===== src/rtl/graph_mem_arbiter_if.sv =====
// Bundle between the graph fetch units, the memory read port and the graph_mem_arbiter.
// When MEM_ARB_PERF_EN is defined the bundle also carries the per-requester accept counters.
interface graph_mem_arbiter_if #(
   parameter int NUM_REQ    = 4,
   parameter int ADDR_WIDTH = 32,
   parameter int DATA_WIDTH = 32
);
   logic [NUM_REQ-1:0]            req_valid_in;
   logic [NUM_REQ*ADDR_WIDTH-1:0] req_addr_in;
   logic [NUM_REQ-1:0]            req_ready_out;
   logic [NUM_REQ-1:0]            rsp_valid_out;
   logic [DATA_WIDTH-1:0]         rsp_data_out;
   logic                          mem_valid_out;
   logic [ADDR_WIDTH-1:0]         mem_addr_out;
   logic                          mem_valid_in;
   logic [DATA_WIDTH-1:0]         mem_data_in;
   logic                          proto_err_out;
`ifdef MEM_ARB_PERF_EN
   logic [NUM_REQ*16-1:0]         grant_count_out;

   modport slave (
      input  req_valid_in, req_addr_in, mem_valid_in, mem_data_in,
      output req_ready_out, rsp_valid_out, rsp_data_out, mem_valid_out, mem_addr_out,
      output proto_err_out, grant_count_out
   );
   modport master (
      output req_valid_in, req_addr_in, mem_valid_in, mem_data_in,
      input  req_ready_out, rsp_valid_out, rsp_data_out, mem_valid_out, mem_addr_out,
      input  proto_err_out, grant_count_out
   );
`else
   modport slave (
      input  req_valid_in, req_addr_in, mem_valid_in, mem_data_in,
      output req_ready_out, rsp_valid_out, rsp_data_out, mem_valid_out, mem_addr_out,
      output proto_err_out
   );
   modport master (
      output req_valid_in, req_addr_in, mem_valid_in, mem_data_in,
      input  req_ready_out, rsp_valid_out, rsp_data_out, mem_valid_out, mem_addr_out,
      input  proto_err_out
   );
`endif
endinterface


===== src/rtl/graph_mem_arbiter.sv =====
// Round-robin arbiter sharing one fixed-latency graph-memory read port, with tag-based response routing.
// Optional MEM_ARB_PERF_EN adds saturating per-requester 16-bit accept counters (grant_count_out).
module graph_mem_arbiter #(
   parameter int NUM_REQ      = 4,
   parameter int ADDR_WIDTH   = 32,
   parameter int DATA_WIDTH   = 32,
   parameter int READ_LATENCY = 2
) (
   input  logic               clk_in,
   input  logic               rst_in,
   graph_mem_arbiter_if.slave bus
);
   localparam int PTR_W   = (NUM_REQ > 1) ? $clog2(NUM_REQ) : 1;
   localparam int GUARD_W = $clog2(READ_LATENCY + 1);
   localparam int TAIL    = READ_LATENCY - 1;

   logic [PTR_W-1:0]      ptr_reg;
   logic [NUM_REQ-1:0]    grant;
   logic [PTR_W-1:0]      grant_id;
   logic                  accept;
   logic [PTR_W:0]        scan_sum;
   logic [PTR_W-1:0]      scan_idx;
   logic [ADDR_WIDTH-1:0] sel_addr;

   logic                  mem_valid_reg;
   logic [ADDR_WIDTH-1:0] mem_addr_reg;
   logic [NUM_REQ-1:0]    mem_tag_reg;
   logic                  err_reg;
   logic [GUARD_W-1:0]    guard_reg;
   logic                  tag_err;

   logic                  tag_valid_reg [READ_LATENCY];
   logic [NUM_REQ-1:0]    tag_id_reg    [READ_LATENCY];

   // Scan from the round-robin pointer; the first requesting index wins.
   always_comb begin
      grant    = '0;
      grant_id = '0;
      accept   = 1'b0;
      scan_sum = '0;
      scan_idx = '0;
      for (int k = 0; k < NUM_REQ; k++) begin
         scan_sum = {1'b0, ptr_reg} + (PTR_W+1)'(k);
         if (scan_sum >= (PTR_W+1)'(NUM_REQ)) begin
            scan_sum = scan_sum - (PTR_W+1)'(NUM_REQ);
         end
         scan_idx = scan_sum[PTR_W-1:0];
         if (!accept && !rst_in && bus.req_valid_in[scan_idx]) begin
            accept           = 1'b1;
            grant[scan_idx]  = 1'b1;
            grant_id         = scan_idx;
         end
      end
   end

   assign sel_addr          = bus.req_addr_in[grant_id*ADDR_WIDTH +: ADDR_WIDTH];
   assign bus.req_ready_out = grant;

   always_ff @(posedge clk_in) begin
      if (rst_in) begin
         ptr_reg       <= '0;
         mem_valid_reg <= 1'b0;
         mem_addr_reg  <= '0;
         mem_tag_reg   <= '0;
         err_reg       <= 1'b0;
         guard_reg     <= GUARD_W'(READ_LATENCY);
      end else begin
         if (accept) begin
            ptr_reg       <= (grant_id == PTR_W'(NUM_REQ - 1)) ? '0 : grant_id + PTR_W'(1);
            mem_valid_reg <= 1'b1;
            mem_addr_reg  <= sel_addr;
            mem_tag_reg   <= grant;
         end else begin
            mem_valid_reg <= 1'b0;
         end
         if (guard_reg != '0) begin
            guard_reg <= guard_reg - GUARD_W'(1);
         end
         if (tag_err) begin
            err_reg <= 1'b1;
         end
      end
   end

   // Tags travel alongside the read so the returning word needs no address match.
   genvar gi;
   generate
      for (gi = 0; gi < READ_LATENCY; gi++) begin : g_tag
         if (gi == 0) begin : g_head
            always_ff @(posedge clk_in) begin
               if (rst_in) begin
                  tag_valid_reg[gi] <= 1'b0;
                  tag_id_reg[gi]    <= '0;
               end else begin
                  tag_valid_reg[gi] <= mem_valid_reg;
                  tag_id_reg[gi]    <= mem_tag_reg;
               end
            end
         end else begin : g_body
            always_ff @(posedge clk_in) begin
               if (rst_in) begin
                  tag_valid_reg[gi] <= 1'b0;
                  tag_id_reg[gi]    <= '0;
               end else begin
                  tag_valid_reg[gi] <= tag_valid_reg[gi-1];
                  tag_id_reg[gi]    <= tag_id_reg[gi-1];
               end
            end
         end
      end
   endgenerate

   // Stale returns from reads issued before reset are ignored until the guard window drains.
   assign tag_err = (bus.mem_valid_in != tag_valid_reg[TAIL]) && (guard_reg == '0);

   assign bus.rsp_valid_out = (rst_in || !tag_valid_reg[TAIL]) ? '0
                              : (tag_id_reg[TAIL] & {NUM_REQ{bus.mem_valid_in}});
   assign bus.rsp_data_out  = rst_in ? '0 : bus.mem_data_in;
   assign bus.mem_valid_out = mem_valid_reg;
   assign bus.mem_addr_out  = mem_addr_reg;
   assign bus.proto_err_out = err_reg;

`ifdef MEM_ARB_PERF_EN
   logic [15:0] grant_cnt_reg [NUM_REQ];

   generate
      for (gi = 0; gi < NUM_REQ; gi++) begin : g_perf
         always_ff @(posedge clk_in) begin
            if (rst_in) begin
               grant_cnt_reg[gi] <= '0;
            end else if (grant[gi] && grant_cnt_reg[gi] != 16'hFFFF) begin
               grant_cnt_reg[gi] <= grant_cnt_reg[gi] + 16'd1;
            end
         end
         assign bus.grant_count_out[gi*16 +: 16] = grant_cnt_reg[gi];
      end
   endgenerate
`endif

endmodule

===== src/flat_wrapper.sv =====
// flat-port wrapper written by rule: the top's interface ports become plain ports
module graph_mem_arbiter_flat 
#(
   parameter int NUM_REQ      = 4,
   parameter int ADDR_WIDTH   = 32,
   parameter int DATA_WIDTH   = 32,
   parameter int READ_LATENCY = 2
)
  (clk_in, rst_in, bus_req_valid_in, bus_req_addr_in, bus_mem_valid_in, bus_mem_data_in, bus_req_ready_out, bus_rsp_valid_out, bus_rsp_data_out, bus_mem_valid_out, bus_mem_addr_out, bus_proto_err_out);
  graph_mem_arbiter_if #(.NUM_REQ(NUM_REQ), .ADDR_WIDTH(ADDR_WIDTH), .DATA_WIDTH(DATA_WIDTH)) bus_i ();
  input  logic clk_in;
  input  logic rst_in;
  input wire logic [$bits(bus_i.req_valid_in)-1:0] bus_req_valid_in;
  input wire logic [$bits(bus_i.req_addr_in)-1:0] bus_req_addr_in;
  input wire logic [$bits(bus_i.mem_valid_in)-1:0] bus_mem_valid_in;
  input wire logic [$bits(bus_i.mem_data_in)-1:0] bus_mem_data_in;
  output wire logic [$bits(bus_i.req_ready_out)-1:0] bus_req_ready_out;
  output wire logic [$bits(bus_i.rsp_valid_out)-1:0] bus_rsp_valid_out;
  output wire logic [$bits(bus_i.rsp_data_out)-1:0] bus_rsp_data_out;
  output wire logic [$bits(bus_i.mem_valid_out)-1:0] bus_mem_valid_out;
  output wire logic [$bits(bus_i.mem_addr_out)-1:0] bus_mem_addr_out;
  output wire logic [$bits(bus_i.proto_err_out)-1:0] bus_proto_err_out;
  assign bus_i.req_valid_in = bus_req_valid_in;
  assign bus_i.req_addr_in = bus_req_addr_in;
  assign bus_i.mem_valid_in = bus_mem_valid_in;
  assign bus_i.mem_data_in = bus_mem_data_in;
  assign bus_req_ready_out = bus_i.req_ready_out;
  assign bus_rsp_valid_out = bus_i.rsp_valid_out;
  assign bus_rsp_data_out = bus_i.rsp_data_out;
  assign bus_mem_valid_out = bus_i.mem_valid_out;
  assign bus_mem_addr_out = bus_i.mem_addr_out;
  assign bus_proto_err_out = bus_i.proto_err_out;
  graph_mem_arbiter #(.NUM_REQ(NUM_REQ), .ADDR_WIDTH(ADDR_WIDTH), .DATA_WIDTH(DATA_WIDTH), .READ_LATENCY(READ_LATENCY)) u_core (.clk_in(clk_in), .rst_in(rst_in), .bus(bus_i));
endmodule

===== config.mk =====
export PLATFORM = sky130hd
export DESIGN_NAME = graph_mem_arbiter_flat
export DESIGN_NICKNAME = d
export VERILOG_FILES = /design/src/rtl/graph_mem_arbiter_if.sv /design/src/rtl/graph_mem_arbiter.sv /design/src/flat_wrapper.sv
export SDC_FILE = /design/constraint.sdc
export NUM_CORES = 1
export LEC_CHECK = 0
export BUFFER_PORTS_ARGS = -buffer_cell sky130_fd_sc_hd__buf_4
export CORE_MARGIN = 3
export CORE_UTILIZATION = 41
export CTS_BUF_LIST = sky130_fd_sc_hd__clkbuf_16
export DETAILED_ROUTE_END_ITERATION = 12
export GPL_TIMING_DRIVEN = 0
export PLACE_DENSITY = 0.81
export SETUP_SLACK_MARGIN = 0.5
export SLEW_MARGIN = 20
export SYNTH_ARGS = -nofsm -noshare
export SYNTH_HDL_FRONTEND = slang
export SYNTH_SLANG_ARGS = --single-unit

===== constraint.sdc =====
create_clock -name clk_in -period 3.7 [get_ports clk_in]
set_input_delay 0.555 -clock clk_in [delete_from_list [all_inputs] [get_ports clk_in]]
set_output_delay 0.555 -clock clk_in [all_outputs]
set_load 0.02 [all_outputs]

# Yosys cells after proc, flatten, opt, wreduce, memory -nomap -nowiden
# Memories as Yosys holds them, arrays and structs flattened.
# Index checks and enable logic that the tools add are counted.
[classes]
eq_ne = 2
n_addsub = 9
mux = 43
n_shift = 1
mul = 0
reduce_logical = 20
order_cmp = 12
div = 0
n_bitwise = 8
[ops]
columns = ["operator", "count"]
rows = [
  ["128-bit by 8-bit variable part select with 32-bit output", 1],
  ["32-bit two-way mux", 1],
  ["4-bit two-way mux", 7],
  ["1-bit two-way mux", 18],
  ["2-bit two-way mux", 9],
  ["1-bit logical AND", 12],
  ["2-bit by 3-bit < comparator with 1-bit output (second input constant)", 4],
  ["4-bit bitwise OR", 3],
  ["2-bit by 1-bit subtractor with 2-bit output (second input constant)", 5],
  ["3-bit >= comparator (second input constant)", 3],
  ["1-bit binary-select mux with 2-bit select", 4],
  ["1-bit demux with 2-bit select", 4],
  ["2-bit by 1-bit >= comparator with 1-bit output (second input constant)", 4],
  ["2-bit by 2-bit adder with 3-bit output (second input constant)", 2],
  ["1-bit zero test", 5],
  ["4-bit bitwise AND", 1],
  ["1-bit bitwise OR", 4],
  ["2-bit by 1-bit adder with 3-bit output (second input constant)", 1],
  ["2-bit by 3-bit >= comparator with 1-bit output (second input constant)", 1],
  ["2-bit by 1-bit adder with 2-bit output (second input constant)", 1],
  ["2-bit == test (second input constant)", 1],
  ["2-bit zero test", 1],
  ["2-bit nonzero test", 1],
  ["1-bit logical OR", 1],
  ["1-bit inequality test", 1],
]
[totals]
latch_bits = 0
word_cells = 103
mem_count = 2
ram_bits = 10
mem_bits_ro = 0
in_bits = 167
regBits = 42
[memory_table]
columns = ["memory", "depth", "word_bits", "read_ports", "rd_ports_with_merged_regs", "write_ports", "line_no", "rtl"]
rows = [
  ["u_core.tag_id_reg", 2, 4, 2, 0, 2, "graph_mem_arbiter.sv:33", "logic [NUM_REQ-1:0] tag_id_reg [READ_LATENCY];"],
  ["u_core.tag_valid_reg", 2, 1, 2, 0, 2, "graph_mem_arbiter.sv:32", "logic tag_valid_reg [READ_LATENCY];"],
]

# Longest topological paths before layout
[depth]
depth_word = 20
mapped_depth = 12

# Least setup slack after synthesis
# Ideal clock, no wire load.
[synth_path]
path_type = "register to register"
startpoint = "reg u_core.ptr_reg[0]"
endpoint = "reg u_core.mem_addr_reg[19] (netlist: u_core.bus.mem_addr_out[19])"
slack_ns = 0.945
required_time_ns = 3.578
t_arrival_ns = 2.633
path_stages_with_launch = 11
synth_period_minus_slack_ns = 2.755
path_buffers = 2
cell_sequence = "dfxtp_1 > buf_6 > inv_1 > ha_1 > mux4_2 > nor2b_1 > o21a_1 > nor2_4 > clkbuf_8 > mux2_2 > a221o_1"
[synth_between]
elab_chain_len = 19
elab_cells_between_ends = 42
[synth_lines]
columns = ["item", "line_no", "rtl"]
rows = [
  ["start, declared", "graph_mem_arbiter.sv:17", "logic [PTR_W-1:0] ptr_reg;"],
  ["start signal, assigned", "graph_mem_arbiter.sv:69", "ptr_reg <= (grant_id == PTR_W'(NUM_REQ - 1)) ? '0 : grant_id + PTR_W'(1);"],
  ["2-bit by 3-bit >= comparator with 1-bit output or 2-bit by 1-bit subtractor with 2-bit output (tied branches)", "graph_mem_arbiter.sv:44, graph_mem_arbiter.sv:45", ""],
  ["2-bit two-way mux", "graph_mem_arbiter.sv:44", "if (scan_sum >= (PTR_W+1)'(NUM_REQ)) begin"],
  ["1-bit binary-select mux with 2-bit select", "graph_mem_arbiter.sv:48", "if (!accept && !rst_in && bus.req_valid_in[scan_idx]) begin"],
  ["1-bit two-way mux (implied by the code)", "graph_mem_arbiter.sv:48", ""],
  ["1-bit logical AND", "graph_mem_arbiter.sv:48", ""],
  ["1-bit two-way mux", "graph_mem_arbiter.sv:48", ""],
  ["1-bit zero test", "graph_mem_arbiter.sv:48", ""],
  ["1-bit logical AND (2 in series)", "graph_mem_arbiter.sv:48", ""],
  ["1-bit two-way mux", "graph_mem_arbiter.sv:48", ""],
  ["1-bit zero test", "graph_mem_arbiter.sv:48", ""],
  ["1-bit logical AND (2 in series)", "graph_mem_arbiter.sv:48", ""],
  ["1-bit two-way mux", "graph_mem_arbiter.sv:48", ""],
  ["1-bit zero test", "graph_mem_arbiter.sv:48", ""],
  ["1-bit logical AND (2 in series)", "graph_mem_arbiter.sv:48", ""],
  ["2-bit two-way mux", "graph_mem_arbiter.sv:48", ""],
  ["128-bit by 8-bit variable part select with 32-bit output", "graph_mem_arbiter.sv:56", "assign sel_addr = bus.req_addr_in[grant_id*ADDR_WIDTH +: ADDR_WIDTH];"],
  ["end signal, assigned", "graph_mem_arbiter.sv:71", "mem_addr_reg <= sel_addr;"],
  ["end, declared", "graph_mem_arbiter.sv:26", "logic [ADDR_WIDTH-1:0] mem_addr_reg;"],
]
# Parallel ways exist; a longest one is shown, timed or not. The select of a mux whose other input is x is not followed.
# A chain may end at the register's enable or synchronous reset.

# Worst setup path after layout
[layout_path]
startpoint = "reg u_core.ptr_reg[1]"
endpoint = "out bus_req_ready_out[0]"
[layout_between]
elab_chain_len = 18
elab_cells_between_ends = 63
[layout_lines]
columns = ["item", "line_no", "rtl"]
rows = [
  ["parallel branches: the longest is 17 deep, another holds 2-bit by 1-bit adder with 3-bit output", "n/a", ""],
  ["4-bit two-way mux *", "graph_mem_arbiter.sv:48", ""],
  ["end, declared", "flat_wrapper.sv:17", "output wire logic [$bits(bus_i.req_ready_out)-1:0] bus_req_ready_out;"],
]
# Mark *: on every way between the ends. The select of a mux whose other input is x is not followed.

==> metrics <==
Final period util 84.8%; DRT antenna net count 0; Worst EP arrival 2580 ps; most frequent cells in the layout buf_4 (247), dfxtp_1 (52), nor2b_1 (44); clock share of power 13.5%; hold endpoint u_core.tag_id_reg[1][0]; Initial Util 42.6%; RSZ-0062 raised after global routing yes; Largest stage delay, worst path 490 ps; CP max-delay cell dfxtp_1; max cap viols 0; max reg flops 32; Final nets 796; H-tree levels 2; gr usage total 23.9%; CTS tree yes; Clock Skew 6.56 ps; worst path bufs/invs 2; status finished clean; Util after Layout 70.1%; Die X 95.9 um; gpl congestion 0.857; via count of the first global-routing pass 3694; Top-Level Pins 241; first-pass GRT wire length 17500 um; post-place instance area 5240 um^2; crit path max fanout 7; Avg WL per Cell 16.7 um; setup TNS 0 ps; switching power total 1.35 mW; Site Rows 32; Mapped Area 3310 um^2; synthesized area per cell 8.93 um^2; critical path class reg2out; Routed WL 12200 um; crit path capture type primary output; worst r2r src u_core.ptr_reg[1]; synth warn 0; endpoints failing setup 0; Clock Tree Buf Depth 2; Core ar. 7770 um^2; post-synthesis sequential area ratio 31.4%; fmax 319 MHz; initial antenna violation count 0; clock slew at reported path FFs 70 ps; R2R setup slack 660 ps; DP HPWL 9540 um; PwrDens 615 nW/um^2; area growth from synthesis to layout 64.3%; worst hold stages 1; endpoints failing hold 0; share of layout cells above drive strength 1 46.6%; number of diodes 0; Seq cells post-synth 52; fillers 630; Least-Margin Pin Slew 686 ps; Post-Place Worst Slack 557 ps; part of the power in registers 27.4%; CTS root buf clkbuf_16; Iter 0 DRT Violations 161; Finished Cell Area 5440 um^2; Syn Inst Count 371; vias 3893; pin count of the biggest net entering global routing 16; commonest non-fill, non-tap cell in the layout buf_4; R2R cell count 9; Num CTS Buffers 5; R2R Path End u_core.bus.mem_addr_out[4]; Critical Path, Cell by Cell inv_1, ha_4, mux4_2, and2b_2, nand3_1, a21oi_1, a221o_1, buf_4; Crit path required time 3140 ps; Die ar. 9190 um^2; Int Pwr 1.99 mW; hold_sp u_core.tag_id_reg[0][0]; CTS sink cnt 52; slew margin rel. 52.9%; grt total ovfl 0; Top Family by Delay on Critical Path flip-flops; setup ws final 561 ps; highest ir drop seen on vdd 0.000327 V; via-per-instance ratio 5.35; Die Ht 95.9 um; HP Class reg2reg; final number of max-transition violations 0; CP startpoint kind register; drt drc 0; combinational power share 59.1%; Skew-Pair Late Insertion Delay 290 ps; DR pass1 iterations 4; Tmin final 3140 ps; Pleak 2.59 nW; Cell variety after synth 38; Switching Fraction 40.5%; syn_nets 543; Buffers on Ports 240
## power groups by stage
stage          registers, mW  clock network (mW)  logic, mW
2_1_floorplan           1.10                   0       1.03
3_3_place_gp           0.910                   0       1.87
3_5_place_dp           0.918                   0       1.92
4_1_cts                0.913               0.454       1.94
5_1_grt                0.941               0.478       2.12
6_report               0.918               0.453       1.98
## repair_timing
| action | 4_1_cts | 5_1_grt |
|---|---|---|
| hold buffers | 0 | 0 |
| gates cloned | 0 | 0 |
| resized for setup | 1 | 1 |
| setup endpoints to repair | 3 | 11 |
| setup buffers | 0 | 6 |
| hold endpoints to repair | 0 | 0 |
| pin swaps | 0 | 1 |
## area by class of cell
type	instances	area, um^2	share of cell area, %
Buffer	33	194	3.56
Clock buffer	5	125	2.30
Clock inverter	3	15.0	0.276
Inverter	6	26.3	0.483
Multi-Input combinational cell	280	2070	38.0
Sequential cell	52	1040	19.1
Tap cell	102	128	2.34
Timing Repair Buffer	246	1850	33.9
## worst max-delay path by stage
stage,startpoint,to,cells after the start
2_1_floorplan,u_core.ptr_reg[0],u_core.bus.mem_addr_out[19],10
3_3_place_gp,u_core.ptr_reg[0],u_core.bus.mem_addr_out[4],10
3_5_place_dp,u_core.ptr_reg[0],u_core.bus.mem_addr_out[4],10
4_1_cts,u_core.ptr_reg[0],bus_req_ready_out[0],9
5_1_grt,u_core.ptr_reg[0],bus_req_ready_out[0],9
6_report,u_core.ptr_reg[1],bus_req_ready_out[0],8
## cell usage after synthesis
cell type,number,area (um^2)
dfxtp_1,52,1040
nor2b_1,44,275
a21oi_1,40,200
nand3_1,37,185
a221o_1,36,360
o21ai_0,32,160
mux2_1,23,259
clkbuf_1,20,75.1
mux2_2,13,146
nor2_1,9,33.8
buf_6,7,78.8
a21o_1,6,45.0
inv_1,6,22.5
and2_1,5,31.3
ha_1,5,62.6
nand2_1,5,18.8
buf_2,3,15.0
mux4_2,3,67.6
a221oi_1,2,17.5
mux2i_1,2,20.0
o22ai_1,2,12.5
or2_2,2,12.5
xor2_1,2,17.5
a21oi_4,1,16.3
a221oi_4,1,26.3
and2_4,1,8.76
and2b_2,1,8.76
and3_1,1,6.26
and3_4,1,11.3
buf_1,1,3.75
buf_4,1,7.51
clkbuf_8,1,13.8
nand2b_1,1,6.26
nand2b_4,1,13.8
nor2_4,1,11.3
o211ai_1,1,7.51
o21a_1,1,7.51
o21ai_1,1,5.00
## kinds of logic (layout without fill, tap and decap cells)
| family | after synthesis | after routing | synth area share [%] |
|---|---|---|---|
| adder cells (fa/ha/maj) | 5 | 5 | 1.89 |
| buffers and inverters | 39 | 293 | 6.54 |
| flip-flops | 52 | 52 | 31.4 |
| AND/OR/NAND/NOR | 109 | 109 | 18.8 |
| multiplexers | 41 | 41 | 14.9 |
| AO/OA/AOI/OAI | 123 | 123 | 25.9 |
| XOR/XNOR | 2 | 2 | 0.529 |
## routing by layer
metal / GRT usage (%) / wire length [um]
met1: 26.9 / 4560
met4: 4.38 / 68
met2: 45.7 / 6380
met5: 0 / 0
met3: 5.79 / 1160
## stage by stage
| stage | hold slack (ps) | cells | total power, mW |
|---|---|---|---|
| final | 437 | 727 | 3.35 |
| after global routing | 458 | 727 | 3.54 |
| after CTS | 439 | 721 | 3.31 |
| after detailed placement | 424 | 713 | 2.84 |
| after global placement | 417 | 713 | 2.78 |
| after floorplan | 414 | 371 | 2.13 |
No activity file was read; power rests on OpenSTA's default activity.
